<file path="src/rtl/mem_load_sequencer.sv">
// Copies blocks from main memory into IM (or DM) under control of a command ROM.
// Define DM_LOAD_EN to enable DM destination copies; otherwise DM commands abort the run.
module mem_load_sequencer #(
  parameter logic [9:0] IM_START = 10'h07F,
  parameter int         ROM_AW   = 8
) (
  input  logic              clock,
  input  logic              reset,
  input  logic              start,
  output logic [ROM_AW-1:0] rom_addr,
  input  logic [35:0]       rom_ir,
  output logic              mem_enable,
  output logic              mem_en_read,
  output logic [13:0]       mem_addr,
  input  logic [31:0]       mem_data,
  output logic              im_enable,
  output logic              im_en_write,
  output logic [9:0]        im_addr,
  output logic              dm_enable,
  output logic              dm_en_write,
  output logic [13:0]       dm_addr,
  output logic [31:0]       wr_data,
  output logic              busy,
  output logic              ir_enable,
  output logic [15:0]       total_ir,
  output logic              load_im_done,
  output logic              eop,
  output logic              err
);

`ifdef DM_LOAD_EN
  localparam bit DM_EN = 1'b1;
`else
  localparam bit DM_EN = 1'b0;
`endif

  typedef enum logic [2:0] {IDLE, FETCH, DECODE, COPY, DRAIN, DONE} state_t;

  state_t            state;
  logic [ROM_AW-1:0] index;
  logic [10:0]       im_cnt;     // extra MSB flags a target past the top of IM
  logic [13:0]       dm_cnt;
  logic [15:0]       reads_left;
  logic [15:0]       cmd_count;
  logic              cmd_en;
  logic              cmd_sel;
  logic              im_wr;
  logic              dm_wr;

  logic [15:0] dec_count;
  logic        dec_term;
  logic        dec_skip;
  logic [10:0] im_target;
  logic        do_advance;

  assign dec_count  = {5'b0, rom_ir[15:5]};
  assign dec_term   = (rom_ir == 36'h0);
  assign dec_skip   = !rom_ir[34] || !rom_ir[32] || (dec_count == 16'h0);
  // Address the next read's write will land on, after any write in flight retires.
  assign im_target  = im_cnt + {10'b0, im_wr};
  assign do_advance = (state == DRAIN) || (state == DECODE && !dec_term && dec_skip);

  // NOTE: every register below is updated with <= so all state changes land together at the edge.
  always_ff @(posedge clock) begin
    if (reset) begin
      state        <= IDLE;
      index        <= '0;
      im_cnt       <= {1'b0, IM_START};
      dm_cnt       <= '0;
      reads_left   <= '0;
      cmd_count    <= '0;
      cmd_en       <= 1'b0;
      cmd_sel      <= 1'b0;
      rom_addr     <= '0;
      mem_enable   <= 1'b0;
      mem_en_read  <= 1'b0;
      mem_addr     <= '0;
      im_wr        <= 1'b0;
      dm_wr        <= 1'b0;
      busy         <= 1'b0;
      load_im_done <= 1'b0;
      eop          <= 1'b0;
      err          <= 1'b0;
    end else begin
      if (im_wr) im_cnt <= im_cnt + 11'd1;
      if (dm_wr) dm_cnt <= dm_cnt + 14'd1;
      im_wr <= 1'b0;
      dm_wr <= 1'b0;

      case (state)
        IDLE: if (start) begin
          state        <= FETCH;
          busy         <= 1'b1;
          load_im_done <= 1'b0;
          eop          <= 1'b0;
          err          <= 1'b0;
          index        <= '0;
          rom_addr     <= '0;
          im_cnt       <= {1'b0, IM_START};
          dm_cnt       <= '0;
        end
        FETCH: state <= DECODE;
        DECODE: begin
          if (dec_term) begin
            eop   <= 1'b1;
            state <= DONE;
          end else if (!dec_skip) begin
            if (rom_ir[33] && !DM_EN) begin
              err   <= 1'b1;
              state <= DONE;
            end else begin
              if (rom_ir[35]) begin
                if (rom_ir[33]) dm_cnt <= '0;
                else            im_cnt <= {1'b0, IM_START};
              end
              mem_addr    <= rom_ir[29:16];
              mem_enable  <= 1'b1;
              mem_en_read <= 1'b1;
              reads_left  <= dec_count;
              cmd_count   <= dec_count;
              cmd_en      <= rom_ir[34];
              cmd_sel     <= rom_ir[33];
              state       <= COPY;
            end
          end
        end
        COPY: begin
          if (!cmd_sel && im_target[10]) begin
            mem_enable  <= 1'b0;
            mem_en_read <= 1'b0;
            err         <= 1'b1;
            state       <= DONE;
          end else begin
            if (cmd_sel) dm_wr <= 1'b1;
            else         im_wr <= 1'b1;
            mem_addr   <= mem_addr + 14'd1;
            reads_left <= reads_left - 16'd1;
            if (reads_left == 16'd1) begin
              mem_enable  <= 1'b0;
              mem_en_read <= 1'b0;
              state       <= DRAIN;
            end
          end
        end
        DRAIN: ;
        DONE: begin
          busy         <= 1'b0;
          load_im_done <= 1'b1;
          state        <= IDLE;
        end
        default: state <= IDLE;
      endcase

      if (do_advance) begin
        if (index == {ROM_AW{1'b1}}) begin
          err   <= 1'b1;
          state <= DONE;
        end else begin
          index    <= index + {{(ROM_AW-1){1'b0}}, 1'b1};
          rom_addr <= index + {{(ROM_AW-1){1'b0}}, 1'b1};
          state    <= FETCH;
        end
      end
    end
  end

  // NOTE: both outputs get a default first so no path through the case leaves a latch.
  always_comb begin
    total_ir  = 16'h0;
    ir_enable = 1'b0;
    case (state)
      DECODE: begin
        total_ir  = dec_count;
        ir_enable = rom_ir[34];
      end
      COPY, DRAIN: begin
        total_ir  = cmd_count;
        ir_enable = cmd_en;
      end
      default: ;
    endcase
  end

  assign im_enable   = im_wr;
  assign im_en_write = im_wr;
  assign im_addr     = im_cnt[9:0];
  assign wr_data     = (im_wr || dm_wr) ? mem_data : 32'h0;

`ifdef DM_LOAD_EN
  assign dm_enable   = dm_wr;
  assign dm_en_write = dm_wr;
  assign dm_addr     = dm_cnt;
`else
  assign dm_enable   = 1'b0;
  assign dm_en_write = 1'b0;
  assign dm_addr     = 14'h0;
`endif

endmodule

</file>
<file path="config.mk">
export PLATFORM = sky130hd
export DESIGN_NAME = mem_load_sequencer
export DESIGN_NICKNAME = d
export VERILOG_FILES = /design/src/rtl/mem_load_sequencer.sv
export SDC_FILE = /design/constraint.sdc
export NUM_CORES = 1
export LEC_CHECK = 0
export ABC_CLOCK_PERIOD_IN_PS = 2400
export CORE_UTILIZATION = 41
export CTS_CLUSTER_SIZE = 8
export DETAILED_ROUTE_END_ITERATION = 6
export PLACE_DENSITY = 0.73
export SYNTH_ARGS = -nofsm -noshare
export SYNTH_HDL_FRONTEND = slang
export SYNTH_SLANG_ARGS = --single-unit
</file>
<file path="constraint.sdc">
create_clock -name clock -period 2.4 [get_ports clock]
set_clock_uncertainty 0.2 [all_clocks]
set_input_delay 0.72 -clock clock [delete_from_list [all_inputs] [get_ports clock]]
set_output_delay 0.72 -clock clock [all_outputs]
set_load 0.005 [all_outputs]
</file>
**Word-level counts from Yosys, hierarchy flattened**

Cells that the tools add are included.

- Output and inout bits: 105
- Bits of input ports: 71
- Flip-flop bits (word level): 78
- Word-level logic and storage cells: 120

- $add $sub $neg: 5
- Multiplexer cells: 57
- Reduce and logical (&&, ||, !) cells: 22
- Bitwise logic cells: 4
- Eq/ne operators: 18

Operators by type and width:

| kind | number |
|---|---|
| $mux 11 | 6 |
| $mux 16 | 4 |
| $mux 8 | 8 |
| $mux 14 | 4 |
| $pmux 11 s2 | 2 |
| $logic_not 36->1 | 1 |
| $mux 32 | 1 |
| $pmux 16 s2 | 1 |
| $pmux 14 s2 | 1 |
| $mux 3 | 8 |
| $eq 16x1->1 const B | 1 |
| $logic_not 16->1 | 1 |
| $sub 16x1->16 const B | 1 |
| $mux 1 | 15 |
| $pmux 3 s5 | 1 |
| $add 14x1->14 const B | 1 |
| $ne 2x2->1 const B | 7 |
| $add 11x1->11 | 1 |
| $add 11x1->11 const B | 1 |
| $pmux 1 s2 | 5 |
| $reduce_and 5->1 | 2 |
| $add 8x1->8 const B | 1 |
| $eq 8x8->1 const B | 1 |
| $ne 4x4->1 const B | 2 |
| 16 further kinds | 30 |

**Depth between registers and ports, before layout**

- Depth in word-level cells: 8
- Mapped depth: 9
- Gate-level depth less buffers: 7

**Worst setup path before layout**

Ideal clock, no wire load.

- Kind: reg2out
- Start point: register state[1]
- End point: output ir_enable
- Setup slack: -29 ps
- Data arrival time: 1509 ps
- Required time: 1480 ps
- Stages on the path, launching flop included: 7
- Cell sequence: dfxtp_1 clkbuf_1 and3b_1 clkbuf_1 clkbuf_1 nand2_1 o21ai_0

- Cells in the longest elaborated chain, start to end: 3
- Elaborated cells between the ends (all ways): 5

Ends and longest elaborated chain:

| what | line | source |
|---|---|---|
| start: declaration | 39 | `state_t state;` |
| start signal: assignment | 66 | `state <= IDLE;` |
| start signal: assignment | 92 | `state <= FETCH;` |
| start signal: assignment | 102 | `FETCH: state <= DECODE;` |
| $eq 3x3->1 or $eq 3x2->1 (tied branches) | 171 | `case (state)` |
| $reduce_or 2->1 | 171 |  |
| $pmux 1 s2 (*) | 171 |  |
| end: declaration | 24 | `output logic ir_enable,` |

Every way passes the cells marked *; elsewhere a longest branch is shown, timed or not.

**Worst setup path in the final report**

- Start point: input rom_ir[30]
- End point: register rom_addr[3]

- Cells in the longest elaborated chain, start to end: 6

Ends and longest elaborated chain:

| what | line | source |
|---|---|---|
| start: declaration | 11 | `input logic [35:0] rom_ir,` |
| $logic_not 36->1 | 57 | `assign dec_term = (rom_ir == 36'h0);` |
| $logic_not 1->1 | 61 | `assign do_advance = (state == DRAIN) \|\| (state == DECODE && !dec_term && dec_skip);` |
| $logic_and 1x1->1 (2 in a row) | 61 |  |
| $logic_or 1x1->1 | 61 |  |
| $mux 8 | 154 | `if (do_advance) begin` |
| end signal: assignment | 160 | `rom_addr <= index + {{(ROM_AW-1){1'b0}}, 1'b1};` |
| end: declaration | 10 | `output logic [ROM_AW-1:0] rom_addr,` |

Every way passes these cells.
A chain may end at the register's enable or synchronous reset.

==> reports/qor.yml <==
status:
  status: "finished, violations left"
  violations: "DRC, setup timing"
synth:
  synthTopCellsByArea: "dfxtp_1 (32%), nand2_1 (7.4%), buf_4 (5.6%), and2_1 (4.6%), a21oi_1 (4.4%)"
  synth_seq_cells: 78
  yosysMostFrequentCell: "nand2_1"
  synth_top_family_by_area: "simple AND/OR/NAND/NOR gates"
  ys.flop_type: "dfxtp_1"
  synthCells: 625
  syn_avg_cell_area_um2: 7.90
  synth_common_cells: "nand2_1 (98), dfxtp_1 (78), a21oi_1 (43)"
  netlist_area_mm2: 0.00494
  synth-async-reset-ratio: 0
  synth_cell_type_count: 76
  yosysTopAreaCellShare: 0.316
  yosys_warnings: 0
  synth_compound_area_frac: 0.243
  synthXorXnorAreaFrac: 0.0248
  yosysTopAreaCell: "dfxtp_1"
  synth.area.mux_share: 0.0101
  synth-adder-area-share: 0.0152
  seq_area_frac_synth: 0.316
  yosys.area_share.simple: 0.275
  synth_edf_count: 0
detailed_routing:
  routed_wl_um: 16300
  drt_iter0_drc: 373
  ant_nets: 0
  vias: 5498
  drcViolationCount: 11
  wire_per_inst_um: 16.5
  vias_per_cell: 5.59
  firstDrtPassIters: 7
timing:
  slew_violations: 0
  finalHoldViolations: 0
  final-setup-viol-count: 19
  tightest_slew_ps: 539
  fin_crit_ps: 2480
  rsz0062_at_grt: "yes"
  max_freq_mhz: 403
  worst_slack_ps: -82.3
  worst_hold_slack_ps: 261
  finalCritPeriodShare: 1.03
  relSlewSlack: 0.638
critical_path:
  arrival_ps: 2500
  reg2reg_depth: 8
  cp_max_fo: 5
  r2r_start: "state[1]"
  startpoint_type: "primary input"
  end_kind: "flop"
  path_class: "in -> reg"
  required_ps: 2420
  r2r_slack_ps: 130
  reg2reg_to: "reads_left[15]"
global_routing:
  antenna_found_initial: 0
  track_usage: 0.257
  grt_pass1_wl_um: 25800
  grt_max_degree: 35
  grt_overflow: 0
  grt_pass1_vias: 5303
power:
  powerDensity_mw_per_mm2: 416
  p_leak_nw: 3.08
  ir_drop_uv: 311
flow_run:
  max_cap_violations: 0
cells_and_area:
  fin_cells: 984
  diodes: 0
  drive_above_1_share: 0.264
  finish.utilization: 0.643
  nets: 913
  n_fill_cell: 986
  area_delta_synth_final_pct: 50.6
clocking:
  root_buffer: "clkbuf_16"
  cts_tree: "built"
  htreeDepth: 3
  clock_path_buffers: 2
  insertion_delay_ps: 340
  cts_buffers: 9
  clkSinkCount: 78
  path_clk_slew_ps: 60
die:
  die_x_um: 112
  start_util: 0.427
  die_area_mm2: 0.0125
  fp.coreArea_mm2: 0.0116
  io_pins: 176
  die_h_um: 112
  rows: 39
place:
  port-buffer-count: 154
  gp_congestion: 0.833
  post-place-cells: 948
  dp_hpwl_um: 11500
min_path:
  hold_end: "rom_addr[0]"
  hold_path.startpoint: "rom_addr[0]"
  whs_path_depth: 2
  hold_path_class: "reg -> reg"
## registers in the layout, indices dropped and copies added (netlist names), 3 cells and up
name        flops
im_cnt         11
state           3
mem_addr       14
reads_left     16
index           8
rom_addr        8
cmd_count      11
## cells by family after synthesis
| family | Yosys count |
|---|---|
| flip-flops | 78 |
| XOR/XNOR | 14 |
| buffers and inverters | 104 |
| other | 1 |
| multiplexers | 5 |
| AND/OR/NAND/NOR | 252 |
| AO/OA/AOI/OAI | 165 |
| adder cells (fa/ha/maj) | 6 |
## per-layer routing
layer	routed length (um)	vias up	GRT usage	share of wire
li1	-	2621	-	-
met5	0	-	0	0
met1	6520	2570	0.311	0.40
met3	1220	20	0.0468	0.075
met4	204	0	0.0802	0.013
met2	8300	287	0.458	0.51
## critical path, cell delays in order
cell and delay [ps]:
clkdlybuf4s50_1 410, nor4_1 260, buf_4 200, nand3_4 90
or4b_4 570, nand3_4 150, o32ai_2 100
## layout by cell type, fill, tap and decap left out, types with 21 or more instances in the layout
| cell | count |
|---|---|
| nor2_1 | 31 |
| dlygate4sd2_1 | 23 |
| dfxtp_1 | 75 |
| conb_1 | 21 |
| clkdlybuf4s50_1 | 69 |
| buf_2 | 30 |
| inv_1 | 29 |
| and2_1 | 35 |
| a21oi_1 | 43 |
| buf_4 | 80 |
| nand2_1 | 95 |
## power breakdown
part           switching (mW)  total [mW]  internal (mW)
sequential             0.0199        1.33           1.31
combinational           0.248       0.511          0.263
clock                   0.527        1.25          0.723
## through the flow
stage               setup TNS, ps  worst slack [ps]  instance area [um2]  power, mW
detailed placement         -57580              -676                 6990       1.84
finish                       -699             -82.3                 7440       3.09
global route                -2140              -140                 7440       3.21
floorplan                       0              18.5                 5040       1.57
global placement           -53550              -627                 6990       1.83
CTS                          -224              -101                 7430       3.10
## final cells by class
cell class                      instances  area, um2  area share
Tap cell                              143        179      0.0241
Clock inverter                          4       22.5     0.00303
Multi-Input combinational cell        465       3140       0.422
Timing Repair Buffer                  252       2170       0.292
Clock buffer                           12        246      0.0331
Inverter                               30        113      0.0151
Sequential cell                        78       1570       0.211
## worst max path at each step
stage               startpoint           to  cells after the start
floorplan           rom_ir[13]     index[3]                      6
global placement    rom_ir[14]  total_ir[9]                      4
detailed placement  rom_ir[14]  total_ir[9]                      4
CTS                   state[2]  total_ir[9]                      6
global route        rom_ir[35]     index[3]                      7
finish              rom_ir[30]  rom_addr[3]                      7
## repair_timing
item / 4_1_cts / 5_1_grt
hold buffers: 0 / 0
resized for setup: 240 / 56
pin swaps: 21 / 24
gates cloned: 3 / 1
setup buffers: 14 / 6
endpoints found under the setup margin: 117 / 59
(Power assumes the default switching activity.)
